==> src/rtl/prog_seq_if.sv <==
// prog_seq_if
// Connects the control decoder to the program sequencer.
//   Start   : request to (re)start the program from address 0
//   Halt    : current instruction is the halt instruction
//   PcOp    : sequencing command for the current instruction
//   Flag    : ALU branch flag for the current instruction
//   Target  : relative offset or absolute address from the instruction
//   ProgCtr : instruction ROM address
//   Ack     : program finished
//   Fault   : sticky call/return stack overflow or underflow
//   CycleCt : cycles spent running the current program
// The master modport belongs to the decoder side, the slave modport to the
// sequencer.
interface prog_seq_if #(
   parameter int PC_W  = 10,
   parameter int TGT_W = 8,
   parameter int CNT_W = 16
);
   logic             Start;
   logic             Halt;
   logic [2:0]       PcOp;
   logic             Flag;
   logic [TGT_W-1:0] Target;
   logic [PC_W-1:0]  ProgCtr;
   logic             Ack;
   logic             Fault;
   logic [CNT_W-1:0] CycleCt;

   modport master (
      output Start, Halt, PcOp, Flag, Target,
      input  ProgCtr, Ack, Fault, CycleCt
   );

   modport slave (
      input  Start, Halt, PcOp, Flag, Target,
      output ProgCtr, Ack, Fault, CycleCt
   );
endinterface

==> src/rtl/prog_seq.sv <==
// prog_seq
// Program sequencer for the fetch stage. Produces the instruction ROM
// address each cycle from the decoder's sequencing command: increment,
// conditional relative branches, absolute jump, call/return through a
// hardware stack, and a hardware loop counter. A Start/Ack run state
// machine (IDLE, LOAD, RUN, DONE) frames each program run and a saturating
// counter records how many cycles were spent running.
// Ports:
//   Clk   : clock, rising edge
//   Reset : asynchronous, active-high
//   Bus   : prog_seq_if slave (Start/Halt/PcOp/Flag/Target in,
//           ProgCtr/Ack/Fault/CycleCt out, all outputs registered)
module prog_seq #(
   parameter int PC_W    = 10,
   parameter int TGT_W   = 8,
   parameter int STACK_D = 4,
   parameter int LOOP_W  = 8,
   parameter int CNT_W   = 16
) (
   input logic       Clk,
   input logic       Reset,
   prog_seq_if.slave Bus
);

   // Pointer must be able to hold STACK_D itself (stack full).
   localparam int SP_W = $clog2(STACK_D + 1);

   localparam logic [1:0] S_IDLE = 2'd0;
   localparam logic [1:0] S_LOAD = 2'd1;
   localparam logic [1:0] S_RUN  = 2'd2;
   localparam logic [1:0] S_DONE = 2'd3;

   localparam logic [2:0] OP_INC  = 3'b000;
   localparam logic [2:0] OP_BRT  = 3'b001;
   localparam logic [2:0] OP_BRF  = 3'b010;
   localparam logic [2:0] OP_JMP  = 3'b011;
   localparam logic [2:0] OP_CALL = 3'b100;
   localparam logic [2:0] OP_RET  = 3'b101;
   localparam logic [2:0] OP_LOOP = 3'b110;
   localparam logic [2:0] OP_SETL = 3'b111;

   // Sign-extend (or truncate) the target field to a PC-wide offset.
   function automatic logic [PC_W-1:0] sextTgt(input logic [TGT_W-1:0] t);
      return PC_W'($signed(t));
   endfunction

   // Zero-extend (or truncate) the target field to an absolute PC.
   function automatic logic [PC_W-1:0] zextTgt(input logic [TGT_W-1:0] t);
      return PC_W'(t);
   endfunction

   // Zero-extend (or truncate) the target field to a loop count.
   function automatic logic [LOOP_W-1:0] loopTgt(input logic [TGT_W-1:0] t);
      return LOOP_W'(t);
   endfunction

   logic [1:0]        stateR;
   logic [1:0]        stateNxtS;
   logic [PC_W-1:0]   pcR;
   logic [PC_W-1:0]   pcNxtS;
   logic [PC_W-1:0]   pcIncS;
   logic [PC_W-1:0]   pcRelS;
   logic [PC_W-1:0]   stackTopS;
   logic [LOOP_W-1:0] loopR;
   logic [LOOP_W-1:0] loopNxtS;
   logic [SP_W-1:0]   spR;
   logic [SP_W-1:0]   spNxtS;
   logic [PC_W-1:0]   stackR [STACK_D];
   logic              faultR;
   logic              faultNxtS;
   logic              ackR;
   logic [CNT_W-1:0]  cycR;
   logic [CNT_W-1:0]  cycNxtS;
   logic              pushS;
   logic              stackFullS;
   logic              stackEmptyS;

   // Relative offsets apply to the current PC, not PC+1; both wrap.
   assign pcIncS      = pcR + PC_W'(1);
   assign pcRelS      = pcR + sextTgt(Bus.Target);
   assign stackFullS  = (spR == SP_W'(STACK_D));
   assign stackEmptyS = (spR == {SP_W{1'b0}});

   // Select the top-of-stack entry (entry spR-1) without a narrow index.
   always_comb begin
      stackTopS = {PC_W{1'b0}};
      for (int i = 0; i < STACK_D; i++) begin
         stackTopS = (spR == SP_W'(i + 1)) ? stackR[i] : stackTopS;
      end
   end

   // Next-state and datapath decision for the current cycle.
   always_comb begin
      stateNxtS = stateR;
      pcNxtS    = pcR;
      loopNxtS  = loopR;
      spNxtS    = spR;
      faultNxtS = faultR;
      cycNxtS   = cycR;
      pushS     = 1'b0;
      if (Bus.Start) begin
         // Start wins in every state: hold everything cleared in LOAD.
         stateNxtS = S_LOAD;
         pcNxtS    = {PC_W{1'b0}};
         loopNxtS  = {LOOP_W{1'b0}};
         spNxtS    = {SP_W{1'b0}};
         faultNxtS = 1'b0;
         cycNxtS   = {CNT_W{1'b0}};
      end else begin
         case (stateR)
            S_IDLE: stateNxtS = S_IDLE;
            S_LOAD: stateNxtS = S_RUN;
            S_RUN: begin
               // The halt cycle and fault cycles count as run cycles too.
               cycNxtS = (cycR == {CNT_W{1'b1}}) ? cycR : cycR + CNT_W'(1);
               if (Bus.Halt) begin
                  stateNxtS = S_DONE;
               end else begin
                  case (Bus.PcOp)
                     OP_INC:  pcNxtS = pcIncS;
                     OP_BRT:  pcNxtS = Bus.Flag ? pcRelS : pcIncS;
                     OP_BRF:  pcNxtS = Bus.Flag ? pcIncS : pcRelS;
                     OP_JMP:  pcNxtS = zextTgt(Bus.Target);
                     OP_CALL: begin
                        if (stackFullS) begin
                           faultNxtS = 1'b1;
                           stateNxtS = S_DONE;
                        end else begin
                           pushS  = 1'b1;
                           spNxtS = spR + SP_W'(1);
                           pcNxtS = zextTgt(Bus.Target);
                        end
                     end
                     OP_RET: begin
                        if (stackEmptyS) begin
                           faultNxtS = 1'b1;
                           stateNxtS = S_DONE;
                        end else begin
                           spNxtS = spR - SP_W'(1);
                           pcNxtS = stackTopS;
                        end
                     end
                     OP_LOOP: begin
                        if (loopR != {LOOP_W{1'b0}}) begin
                           loopNxtS = loopR - LOOP_W'(1);
                           pcNxtS   = pcRelS;
                        end else begin
                           pcNxtS = pcIncS;
                        end
                     end
                     OP_SETL: begin
                        loopNxtS = loopTgt(Bus.Target);
                        pcNxtS   = pcIncS;
                     end
                     default: pcNxtS = pcIncS;
                  endcase
               end
            end
            S_DONE:  stateNxtS = S_DONE;
            default: stateNxtS = S_IDLE;
         endcase
      end
   end

   // Control and datapath registers.
   always_ff @(posedge Clk or posedge Reset) begin
      if (Reset) begin
         stateR <= S_IDLE;
         pcR    <= {PC_W{1'b0}};
         loopR  <= {LOOP_W{1'b0}};
         spR    <= {SP_W{1'b0}};
         faultR <= 1'b0;
         ackR   <= 1'b0;
         cycR   <= {CNT_W{1'b0}};
      end else begin
         stateR <= stateNxtS;
         pcR    <= pcNxtS;
         loopR  <= loopNxtS;
         spR    <= spNxtS;
         faultR <= faultNxtS;
         ackR   <= (stateNxtS == S_DONE);
         cycR   <= cycNxtS;
      end
   end

   // Call/return stack storage; a push writes the return address at spR.
   always_ff @(posedge Clk or posedge Reset) begin
      if (Reset) begin
         for (int i = 0; i < STACK_D; i++) begin
            stackR[i] <= {PC_W{1'b0}};
         end
      end else begin
         for (int i = 0; i < STACK_D; i++) begin
            if (pushS && (spR == SP_W'(i))) begin
               stackR[i] <= pcIncS;
            end
         end
      end
   end

   assign Bus.ProgCtr = pcR;
   assign Bus.Ack     = ackR;
   assign Bus.Fault   = faultR;
   assign Bus.CycleCt = cycR;

endmodule

==> src/flat_wrapper.sv <==
// flat-port wrapper written by rule: the top's interface ports become plain ports
module prog_seq_flat 
#(
   parameter int PC_W    = 10,
   parameter int TGT_W   = 8,
   parameter int STACK_D = 4,
   parameter int LOOP_W  = 8,
   parameter int CNT_W   = 16
)
  (Clk, Reset, Bus_Start, Bus_Halt, Bus_PcOp, Bus_Flag, Bus_Target, Bus_ProgCtr, Bus_Ack, Bus_Fault, Bus_CycleCt);
  prog_seq_if #(.PC_W(PC_W), .TGT_W(TGT_W), .CNT_W(CNT_W)) Bus_i ();
  input logic Clk;
  input logic Reset;
  input wire logic [$bits(Bus_i.Start)-1:0] Bus_Start;
  input wire logic [$bits(Bus_i.Halt)-1:0] Bus_Halt;
  input wire logic [$bits(Bus_i.PcOp)-1:0] Bus_PcOp;
  input wire logic [$bits(Bus_i.Flag)-1:0] Bus_Flag;
  input wire logic [$bits(Bus_i.Target)-1:0] Bus_Target;
  output wire logic [$bits(Bus_i.ProgCtr)-1:0] Bus_ProgCtr;
  output wire logic [$bits(Bus_i.Ack)-1:0] Bus_Ack;
  output wire logic [$bits(Bus_i.Fault)-1:0] Bus_Fault;
  output wire logic [$bits(Bus_i.CycleCt)-1:0] Bus_CycleCt;
  assign Bus_i.Start = Bus_Start;
  assign Bus_i.Halt = Bus_Halt;
  assign Bus_i.PcOp = Bus_PcOp;
  assign Bus_i.Flag = Bus_Flag;
  assign Bus_i.Target = Bus_Target;
  assign Bus_ProgCtr = Bus_i.ProgCtr;
  assign Bus_Ack = Bus_i.Ack;
  assign Bus_Fault = Bus_i.Fault;
  assign Bus_CycleCt = Bus_i.CycleCt;
  prog_seq #(.PC_W(PC_W), .TGT_W(TGT_W), .STACK_D(STACK_D), .LOOP_W(LOOP_W), .CNT_W(CNT_W)) u_core (.Clk(Clk), .Reset(Reset), .Bus(Bus_i));
endmodule
==> config.mk <==
export PLATFORM = sky130hd
export DESIGN_NAME = prog_seq_flat
export DESIGN_NICKNAME = d
export VERILOG_FILES = /design/src/rtl/prog_seq_if.sv /design/src/rtl/prog_seq.sv /design/src/flat_wrapper.sv
export SDC_FILE = /design/constraint.sdc
export NUM_CORES = 1
export LEC_CHECK = 0
export ABC_AREA = 0
export BUFFER_PORTS_ARGS = -buffer_cell sky130_fd_sc_hd__buf_2
export CAP_MARGIN = 20
export CORE_AREA = 10 10 99 101
export DETAILED_ROUTE_END_ITERATION = 10
export DIE_AREA = 0 0 109 111
export PLACE_DENSITY = 0.91
export SETUP_SLACK_MARGIN = 0.2
export SLEW_MARGIN = 20
export SYNTH_ARGS = -nofsm -noshare
export SYNTH_HDL_FRONTEND = slang
export SYNTH_SLANG_ARGS = --single-unit
export TNS_END_PERCENT = 30
==> constraint.sdc <==
create_clock -name Clk -period 3.8 [get_ports Clk]
set_input_delay 0.19 -clock Clk [delete_from_list [all_inputs] [get_ports Clk]]
set_output_delay 0.19 -clock Clk [all_outputs]
set_load 0.01 [all_outputs]
# [Yosys cells after proc, flatten, opt, wreduce, memory -nomap -nowiden]
# Cells that the tools add are included.
# W data, S select, Z words.
[op_classes] mux=44 reduce_logical=17 n_addsub=6 eq_ne=23
[op_table] op="$mux W10" n=12
[op_table] op="$pmux W10 S7" n=1
[op_table] op="$mux W16" n=3
[op_table] op="$mux W8" n=4
[op_table] op="$add A16 B1 Y16 const B" n=1
[op_table] op="$eq A16 B16 Y1 const B" n=1
[op_table] op="$pmux W8 S2" n=1
[op_table] op="$eq A3 B3 Y1 const B" n=5
[op_table] op="$mux W3" n=5
[op_table] op="$eq A3 B2 Y1 const B" n=4
[op_table] op="$add A10 B1 Y10 const B" n=1
[op_table] op="$add A10 B10 Y10" n=1
[op_table] op="$mux W1" n=10
[op_table] op="$reduce_and A5 Y1" n=2
[op_table] op="$ne A3 B2 Y1 const B" n=3
[op_table] op="$mux W2" n=4
[op_table] op="$pmux W2 S4" n=1
[op_table] op="$reduce_and A4 Y1" n=2
[op_table] op="$reduce_bool A8 Y1" n=1
[op_table] op="$sub A8 B1 Y8 const B" n=1
[op_table] op="$eq A2 B2 Y1 const B" n=3
[op_table] op="$eq A3 B1 Y1 const B" n=2
[op_table] op="$logic_not A3 Y1" n=2
[op_table] op="$ne A3 B3 Y1 const B" n=2
[op_table] op="13 further kinds" n=18
[word_totals] inputBits=16 reg_bits=81

# [Depth between registers and ports, before layout]
# Gate-level depths: netlist (run 1).
[depth] depth_word=10 depth_mapped=10 depth_no_buf=9

# [Worst setup path after synthesis (run 1)]
# OpenSTA, ideal clock, no wires.
[synth_path] path_type="reg-to-reg" startpoint="reg u_core.pcR[0], in the netlist u_core.Bus.ProgCtr[0]" endpoint="reg u_core.pcR[4], in the netlist u_core.Bus.ProgCtr[4]" t_required_ns=3.678 n_path_buf=0 slack_ns=1.757 arrival_time_ns=1.922 setup_time_ns=0.122 stages_incl_launch_ff=10 path_cell_list="dfrtp_1 > ha_1 > inv_1 > fa_1 > nor2b_1 > o22ai_1 > xnor2_1 > a22oi_1 > o221ai_1 > a32o_1"
[synth_via] elab_chain_cells=6
[synth_lines] item="start, declared" line="prog_seq.sv:59" source="logic [PC_W-1:0] pcR;"
[synth_lines] item="start signal, assigned" line="prog_seq.sv:169" source="pcR <= {PC_W{1'b0}};"
[synth_lines] item="start signal, assigned" line="prog_seq.sv:177" source="pcR <= pcNxtS;"
[synth_lines] item="$add A10 B1 Y10 / $add A10 B10 Y10 (equally long branches)" line="prog_seq.sv:79, prog_seq.sv:80"
[synth_lines] item="$mux W10 (on tied branches)" line="prog_seq.sv:144, prog_seq.sv:121, prog_seq.sv:122"
[synth_lines] item="$pmux W10 S7 (*)" line="prog_seq.sv:119" source="case (Bus.PcOp)"
[synth_lines] item="$mux W10 (*)" line="prog_seq.sv:116" source="if (Bus.Halt) begin"
[synth_lines] item="$mux W10 (*)" line="prog_seq.sv:110" source="case (stateR)"
[synth_lines] item="$mux W10 (*)" line="prog_seq.sv:101" source="if (Bus.Start) begin"
# Mark *: on every way between the ends. The rest lies on a longest branch, timed or not. The select of a mux whose other input is x is not followed.
# A chain may end at the register's enable or synchronous reset.

# [Worst setup path after layout (run 1)]
[layout_path] startpoint="reg u_core.spR[0]" endpoint="reg u_core.pcR[6], in the netlist u_core.Bus.ProgCtr[6]"
[layout_via] elab_chain_cells=10
[layout_lines] item="start, declared" line="prog_seq.sv:66" source="logic [SP_W-1:0] spR;"
[layout_lines] item="start signal, assigned" line="prog_seq.sv:171" source="spR <= {SP_W{1'b0}};"
[layout_lines] item="start signal, assigned" line="prog_seq.sv:179" source="spR <= spNxtS;"
[layout_lines] item="$eq A3 B1 Y1" line="prog_seq.sv:88" source="stackTopS = (spR == SP_W'(i + 1)) ? stackR[i] : stackTopS;"
[layout_lines] item="$mux W10 (4 in series)" line="prog_seq.sv:88"
[layout_lines] item="$mux W10" line="prog_seq.sv:135" source="if (stackEmptyS) begin"
[layout_lines] item="$pmux W10 S7" line="prog_seq.sv:119"
[layout_lines] item="$mux W10" line="prog_seq.sv:116"
[layout_lines] item="$mux W10" line="prog_seq.sv:110"
[layout_lines] item="$mux W10" line="prog_seq.sv:101"
# Several ways; a longest one is shown, not always the timed one. The select of a mux whose other input is x is not followed.

==> impl_metrics.py, run 1 <==
metrics = {
    "floorplan": {
        "core_sq_um": 7970,
        "die_area_sq_um": 12100,
        "die_w_um": 109,
        "io_pins": 44,
        "rows": 33,
        "start_util_pct": 61.9,
        "die_height_um": 111,
    },
    "synth": {
        "synth-edff-count": 0,
        "yosysSeqAreaShare_pct": 41.1,
        "yosysMostFrequentCell": "dfrtp_1",
        "netlist_area_sq_um": 4930,
        "synth_top_area_share_pct": 41.1,
        "ys.flop_type": "dfrtp_1",
        "synthesis.instances": 554,
        "yosysUniqueCellTypes": 64,
        "yosysTopAreaCell": "dfrtp_1",
        "synth_warnings": 0,
        "async_reset_ff_share_pct": 100,
        "syn-mean-instance-area_sq_um": 8.90,
        "syn_nets": 590,
        "ys_top_cells_by_count": "dfrtp_1 (81), nand2_1 (78), o21ai_0 (53)",
        "yosys-top-cells-area": "dfrtp_1 (41%), nand2_1 (5.9%), o21ai_0 (5.4%)",
        "ys_ff_latch": 81,
    },
    "final_layout": {
        "areaGrowthSynthToFinish_pct": 9.92,
        "drive_above_1_share_pct": 15.1,
        "antenna_cells": 0,
        "final_core_util_pct": 68.0,
        "fill_cells": 608,
        "final_nets": 619,
    },
    "detailed_routing": {
        "wl_met3_um": 1040,
        "wl_met2_um": 6410,
        "via_per_inst": 6.47,
        "drt_wl_total_um": 13100,
        "drt-met1-wl_um": 5280,
        "dr.pass1.iters": 5,
        "remaining_drc_errors": 0,
        "detail_route.wl_per_cell_um": 18.9,
        "ant_nets": 0,
        "drt_iter0_markers": 427,
        "dr_total_vias": 4482,
        "highest_layer": "met4",
    },
    "power": {
        "power.leakage_uw": 0.00242,
        "ir_drop_v": 0.000222,
        "sw_frac_of_total_pct": 27.1,
        "combPwrFrac_pct": 9.5,
        "internal_power_uw": 1300,
        "p_sw_uw": 485,
        "powerDensity_nw_per_um2": 330,
        "p_seq_share_pct": 49.3,
        "p_clk_share_pct": 41.2,
    },
    "critical_path": {
        "setup.worst_path.start_class": "register",
        "worst-path-buf-inv": 1,
        "crit_arrival_ns": 2.80,
        "worstSetupPathType": "register to register",
        "ff2ff_path_depth": 8,
        "path_common_cell": "a211oi_1",
        "r2r_start": "u_core.spR[0]",
        "critical_path_required_ns": 4.09,
        "path_delay_family": "compound AO/OA/AOI/OAI gates",
        "r2r_setup_slack_ns": 1.29,
        "cpMaxStageDelayCell": "nor2b_1",
        "cpPeakStageDelay_ns": 0.59,
        "critPathMaxFanout": 13,
        "crit_chain": "inv_1 -> ha_1 -> nor2b_1 -> a22oi_1 -> o221ai_1 -> a22o_1 -> a211oi_1 -> a211oi_1",
        "r2r_end": "u_core.Bus.ProgCtr[6]",
        "cp-end-kind": "register",
    },
    "clock_tree": {
        "hold_buffers": 1,
        "clkTransAtPathRegs_ns": 0.09,
        "worstSkewPairLatency_ns": 0.37,
        "cts_resized": 0,
        "htree_num_levels": 3,
        "cts.sinks": 81,
        "clock_path_buffers": 2,
        "root_buffer": "clkbuf_8",
        "cts_setup_buffers": 0,
        "cts_inserted_buffers": 9,
        "cts_tree": "done",
    },
    "placement": {
        "io_buffer_count": 43,
        "place_congestion": 0.959,
        "dpl.hpwl_um": 9490,
    },
    "timing": {
        "worst_pin_slew_ns": 1.06,
        "maxSlewHeadroom_pct": 29.2,
        "fin_crit_ns": 2.51,
        "fmax_mhz": 399,
        "hold_viol_final": 0,
        "slew_violations": 0,
        "finalSetupViolCount": 0,
        "rsz0062_at_grt": "no",
        "fin_worst_skew_ns": 0.0109,
        "finalCritPeriodShare_pct": 66.0,
        "tns_ns": 0,
    },
    "global_routing": {
        "antenna_found_initial": 0,
        "grt_max_degree": 45,
        "grt_pass1_vias": 4574,
        "grt-ovfl-total": 0,
        "grt_pass1_wl_um": 21900,
        "grt_use_total_pct": 22.1,
    },
    "flow_run": {
        "drv_cap": 0,
    },
    "worst_hold_path": {
        "min_to": "u_core.stateR[0]",
        "whs_path_depth": 5,
        "hold_start": "Bus_Halt",
        "hold_class": "input port to register",
    },
    "status": {
        "status": "finished clean",
    },
}
-- area by class of cell --
cell class | instances | area [sq um] | share of cell area (%)
Multi-Input combinational cell | 427 | 2730 | 50.4
Sequential cell | 81 | 2030 | 37.4
Timing Repair Buffer | 45 | 233 | 4.29
Tap cell | 105 | 131 | 2.42
Clock buffer | 9 | 124 | 2.29
Clock inverter | 7 | 101 | 1.87
Inverter | 19 | 72.6 | 1.34
-- state kept, by name (all words and copies together) (netlist names) --
signal and count:
u_core.Bus.Ack 1, u_core.Bus.ProgCtr 10, u_core.Bus.Fault 1, u_core.stackR 40, u_core.stateR 2, u_core.Bus.CycleCt 16, u_core.loopR 8, u_core.spR 3
-- logic make-up (layout without fill, tap and decap cells) --
logic type | count (synthesis) | in the layout | share of synthesized area (%)
AO/OA/AOI/OAI | 157 | 157 | 21.6
buffers and inverters | 46 | 80 | 3.60
multiplexers | 13 | 13 | 2.94
adder cells (fa/ha/maj) | 20 | 20 | 5.23
XOR/XNOR | 32 | 32 | 5.69
flip-flops | 81 | 81 | 41.1
AND/OR/NAND/NOR | 205 | 205 | 19.8
-- metrics by stage --
step | worst slack [ns] | total power [uW] | instances | area, sq um | hold slack (ns)
floorplan | 1.53 | 1010 | 554 | 4930 | 0.345
global placement | 1.46 | 1050 | 676 | 5180 | 0.298
detailed placement | 1.36 | 1060 | 676 | 5180 | 0.301
CTS | 1.32 | 1780 | 693 | 5410 | 0.185
global route | 1.10 | 1850 | 693 | 5420 | 0.225
finish | 1.29 | 1790 | 693 | 5420 | 0.187
-- worst max-delay path by stage --
stage | from | end | slack (ns) | depth (start not counted)
finish | u_core.spR[0] | u_core.Bus.ProgCtr[6] | 1.29 | 8
global route | u_core.spR[0] | u_core.Bus.ProgCtr[4] | 1.10 | 8
CTS | u_core.loopR[0] | u_core.loopR[0] | 1.32 | 7
detailed placement | u_core.loopR[0] | u_core.loopR[0] | 1.36 | 7
global placement | u_core.loopR[0] | u_core.loopR[0] | 1.46 | 7
floorplan | Reset | u_core.Bus.Ack | 1.53 | 1
-- worst register-to-register path, delay by kind of cell (launching register included) --
kind,cells,cell delay (ns)
simple gates,1,0.59
flops,1,0.43
fa+ha+maj,1,0.36
compound gates,5,0.93
buf+inv,1,0.11
-- power groups by stage --
stage	sequential (uW)	clock, uW	combinational (uW)
3_3_place_gp	896	0	159
3_5_place_dp	896	0	165
6_report	880	736	170
2_1_floorplan	895	0	114
5_1_grt	881	782	186
4_1_cts	879	738	167
-- cell usage in the layout, fill, tap and decap left out, drive strengths merged, types with 6 or more instances in the layout --
cell type,count
dfrtp,81
xnor2,14
clkbuf,9
a22oi,6
nand2,78
inv,21
a211oi,7
nand3,21
ha,19
nand2b,9
mux2,12
buf,44
and3,6
xor2,18
a21oi,24
o21ai,55
nor3,9
a221oi,9
nor2b,7
nor2,47
a22o,9
-- per-layer routing --
metal / vias up / global-route usage [%]
li1: 2057 / -
met1: 2161 / 27.2
met2: 225 / 35.6
met3: 39 / 5.76
met4: 0 / 9.23
met5: - / 0
Note: power is estimated with default switching activity, not from simulation.
==> run 2, diff against run 1 <==
Settings changed: CORE_AREA 10 10 99 101 to 10 10 102 104, DIE_AREA 0 0 109 111 to 0 0 112 114, PLACE_DENSITY 0.91 to 0.86.
Clock period 3.8 ns to 2.35 ns, I/O delays scaled along.
==> impl_metrics.py, run 2 (synthesized netlist as in run 1, its figures left out) <==
metrics = {
    "status": {
        "status": "finished clean",
    },
    "floorplan": {
        "rows": 34,
        "die_area_sq_um": 12800,
        "die_height_um": 114,
        "start_util_pct": 58.2,
        "io_pins": 44,
        "core_sq_um": 8470,
        "die_w_um": 112,
    },
    "clock_tree": {
        "clock_path_buffers": 2,
        "cts_tree": "done",
        "cts.sinks": 81,
        "worstSkewPairLatency_ns": 0.37,
        "clkTransAtPathRegs_ns": 0.10,
        "root_buffer": "clkbuf_8",
        "htree_num_levels": 3,
        "cts_inserted_buffers": 9,
    },
    "final_layout": {
        "fill_cells": 639,
        "top_register": "u_core.stackR",
        "final_nets": 643,
        "drive_above_1_share_pct": 21.2,
        "layout_common_cells": "dfrtp_1 (80), nand2_1 (78), o21ai_0 (51)",
        "final_cells": 720,
        "largest_register_ffs": 40,
        "antenna_cells": 0,
        "layout_commonest_cell": "dfrtp_1",
        "areaGrowthSynthToFinish_pct": 15.6,
        "stdcell_area_sq_um": 5700,
        "final_core_util_pct": 67.3,
    },
    "placement": {
        "dpl.hpwl_um": 9480,
        "io_buffer_count": 43,
        "place_congestion": 0.919,
        "placedCellCount": 700,
        "dpl_cell_area_sq_um": 5360,
    },
    "critical_path": {
        "worstSetupPathType": "register to register",
        "cp-end-kind": "register",
        "cpMaxStageDelayCell": "fa_1",
        "setup.worst_path.start_class": "register",
        "critPathMaxFanout": 2,
        "crit_arrival_ns": 2.43,
        "crit_chain": "ha_1 -> inv_1 -> fa_1 -> nor2b_2 -> o22ai_1 -> xnor2_1 -> a22oi_2 -> o221ai_1 -> a32o_1",
        "critical_path_required_ns": 2.61,
        "cpPeakStageDelay_ns": 0.41,
    },
    "detailed_routing": {
        "wl_met3_um": 997,
        "drt_wl_total_um": 13300,
        "ant_nets": 0,
        "drt_iter0_markers": 409,
        "dr_total_vias": 4607,
        "via_per_inst": 6.40,
        "wl_met2_um": 6600,
        "drt-met1-wl_um": 5360,
        "highest_layer": "met4",
        "detail_route.wl_per_cell_um": 18.4,
        "remaining_drc_errors": 0,
        "dr.pass1.iters": 7,
    },
    "timing": {
        "worst_pin_slew_ns": 0.702,
        "slew_violations": 0,
        "maxSlewHeadroom_pct": 53.1,
        "fin_crit_ns": 2.17,
        "tns_ns": 0,
        "rsz0062_at_grt": "yes",
        "hold_viol_final": 0,
        "finalCritPeriodShare_pct": 92.4,
        "finalSetupViolCount": 0,
        "fin_worst_skew_ns": 0.0130,
        "fmax_mhz": 461,
    },
    "power": {
        "power_uw": 2830,
        "power.leakage_uw": 0.00256,
        "powerDensity_nw_per_um2": 496,
        "ir_drop_v": 0.000378,
    },
    "global_routing": {
        "grt_pass1_vias": 4575,
        "grt-ovfl-total": 0,
        "grt_max_degree": 34,
        "grt_use_total_pct": 20.3,
        "antenna_found_initial": 0,
        "grt_pass1_wl_um": 22000,
    },
    "flow_run": {
        "drv_cap": 0,
    },
    "worst_hold_path": {
        "hold_class": "input port to register",
    },
}
-- run 2: critical path, delay by kind of cell (launching register included) --
| family | cells | cell delay (ns) |
|---|---|---|
| flops | 1 | 0.36 |
| compound gates | 4 | 0.69 |
| fa+ha+maj | 2 | 0.61 |
| simple gates | 1 | 0.16 |
| buf+inv | 1 | 0.07 |
| xor+xnor | 1 | 0.16 |
-- run 2: repair_timing --
action / CTS / global route
pin swaps: 0 / 5
endpoints found under the hold margin: 27 / 0
setup endpoints to repair: 15 / 18
resized for setup: 1 / 25
setup buffers: 0 / 3
hold buffers: 1 / 0
-- run 2: final timing paths --
| path | endpoint | slack, ns | cells past startpoint | start |
|---|---|---|---|---|
| max | u_core.Bus.ProgCtr[4] | 0.18 | 9 | u_core.Bus.ProgCtr[0] |
| min | u_core.Bus.Fault | 0.07 | 2 | Bus_Start |
| min reg2reg | u_core.stackR[33] | 0.49 | 2 | u_core.stackR[33] |
| min in group asynchronous | u_core.stackR[19] | 0.39 | 3 | Reset |
| max in group asynchronous | u_core.stackR[15] | 1.27 | 4 | Reset |
| max reg2reg | u_core.Bus.ProgCtr[4] | 0.18 | 9 | u_core.Bus.ProgCtr[0] |
-- run 2: area by class of cell --
type	count	area, sq um	area share (%)
clock buffers	9	124	2.17
clock inverters	7	83.8	1.47
inverters	19	75.1	1.32
multi-input cells	427	2830	49.6
flip-flops and latches	81	2030	35.6
well taps	108	135	2.37
repair buffers	69	425	7.46
-- run 2: layer usage --
layer / vias to the layer above / global-route usage (%)
li1: 2109 / -
met5: - / 0
met3: 34 / 5.30
met4: 0 / 6.94
met2: 203 / 34.2
met1: 2261 / 24.8
-- run 2: through the flow --
| stage | hold slack [ns] | worst slack [ns] |
|---|---|---|
| 4_1_cts | 0.0410 | 0.113 |
| 3_3_place_gp | 0.224 | 0.143 |
| 2_1_floorplan | 0.273 | 0.307 |
| 5_1_grt | 0.0728 | 0.0890 |
| 3_5_place_dp | 0.243 | -0.00217 |
| 6_report | 0.0723 | 0.179 |
-- run 2: where the power goes --
| part | switching, uW | internal (uW) | total [uW] |
|---|---|---|---|
| clock network | 586 | 514 | 1100 |
| registers | 13.2 | 1410 | 1420 |
| logic | 200 | 109 | 308 |
| total | 799 | 2030 | 2830 |
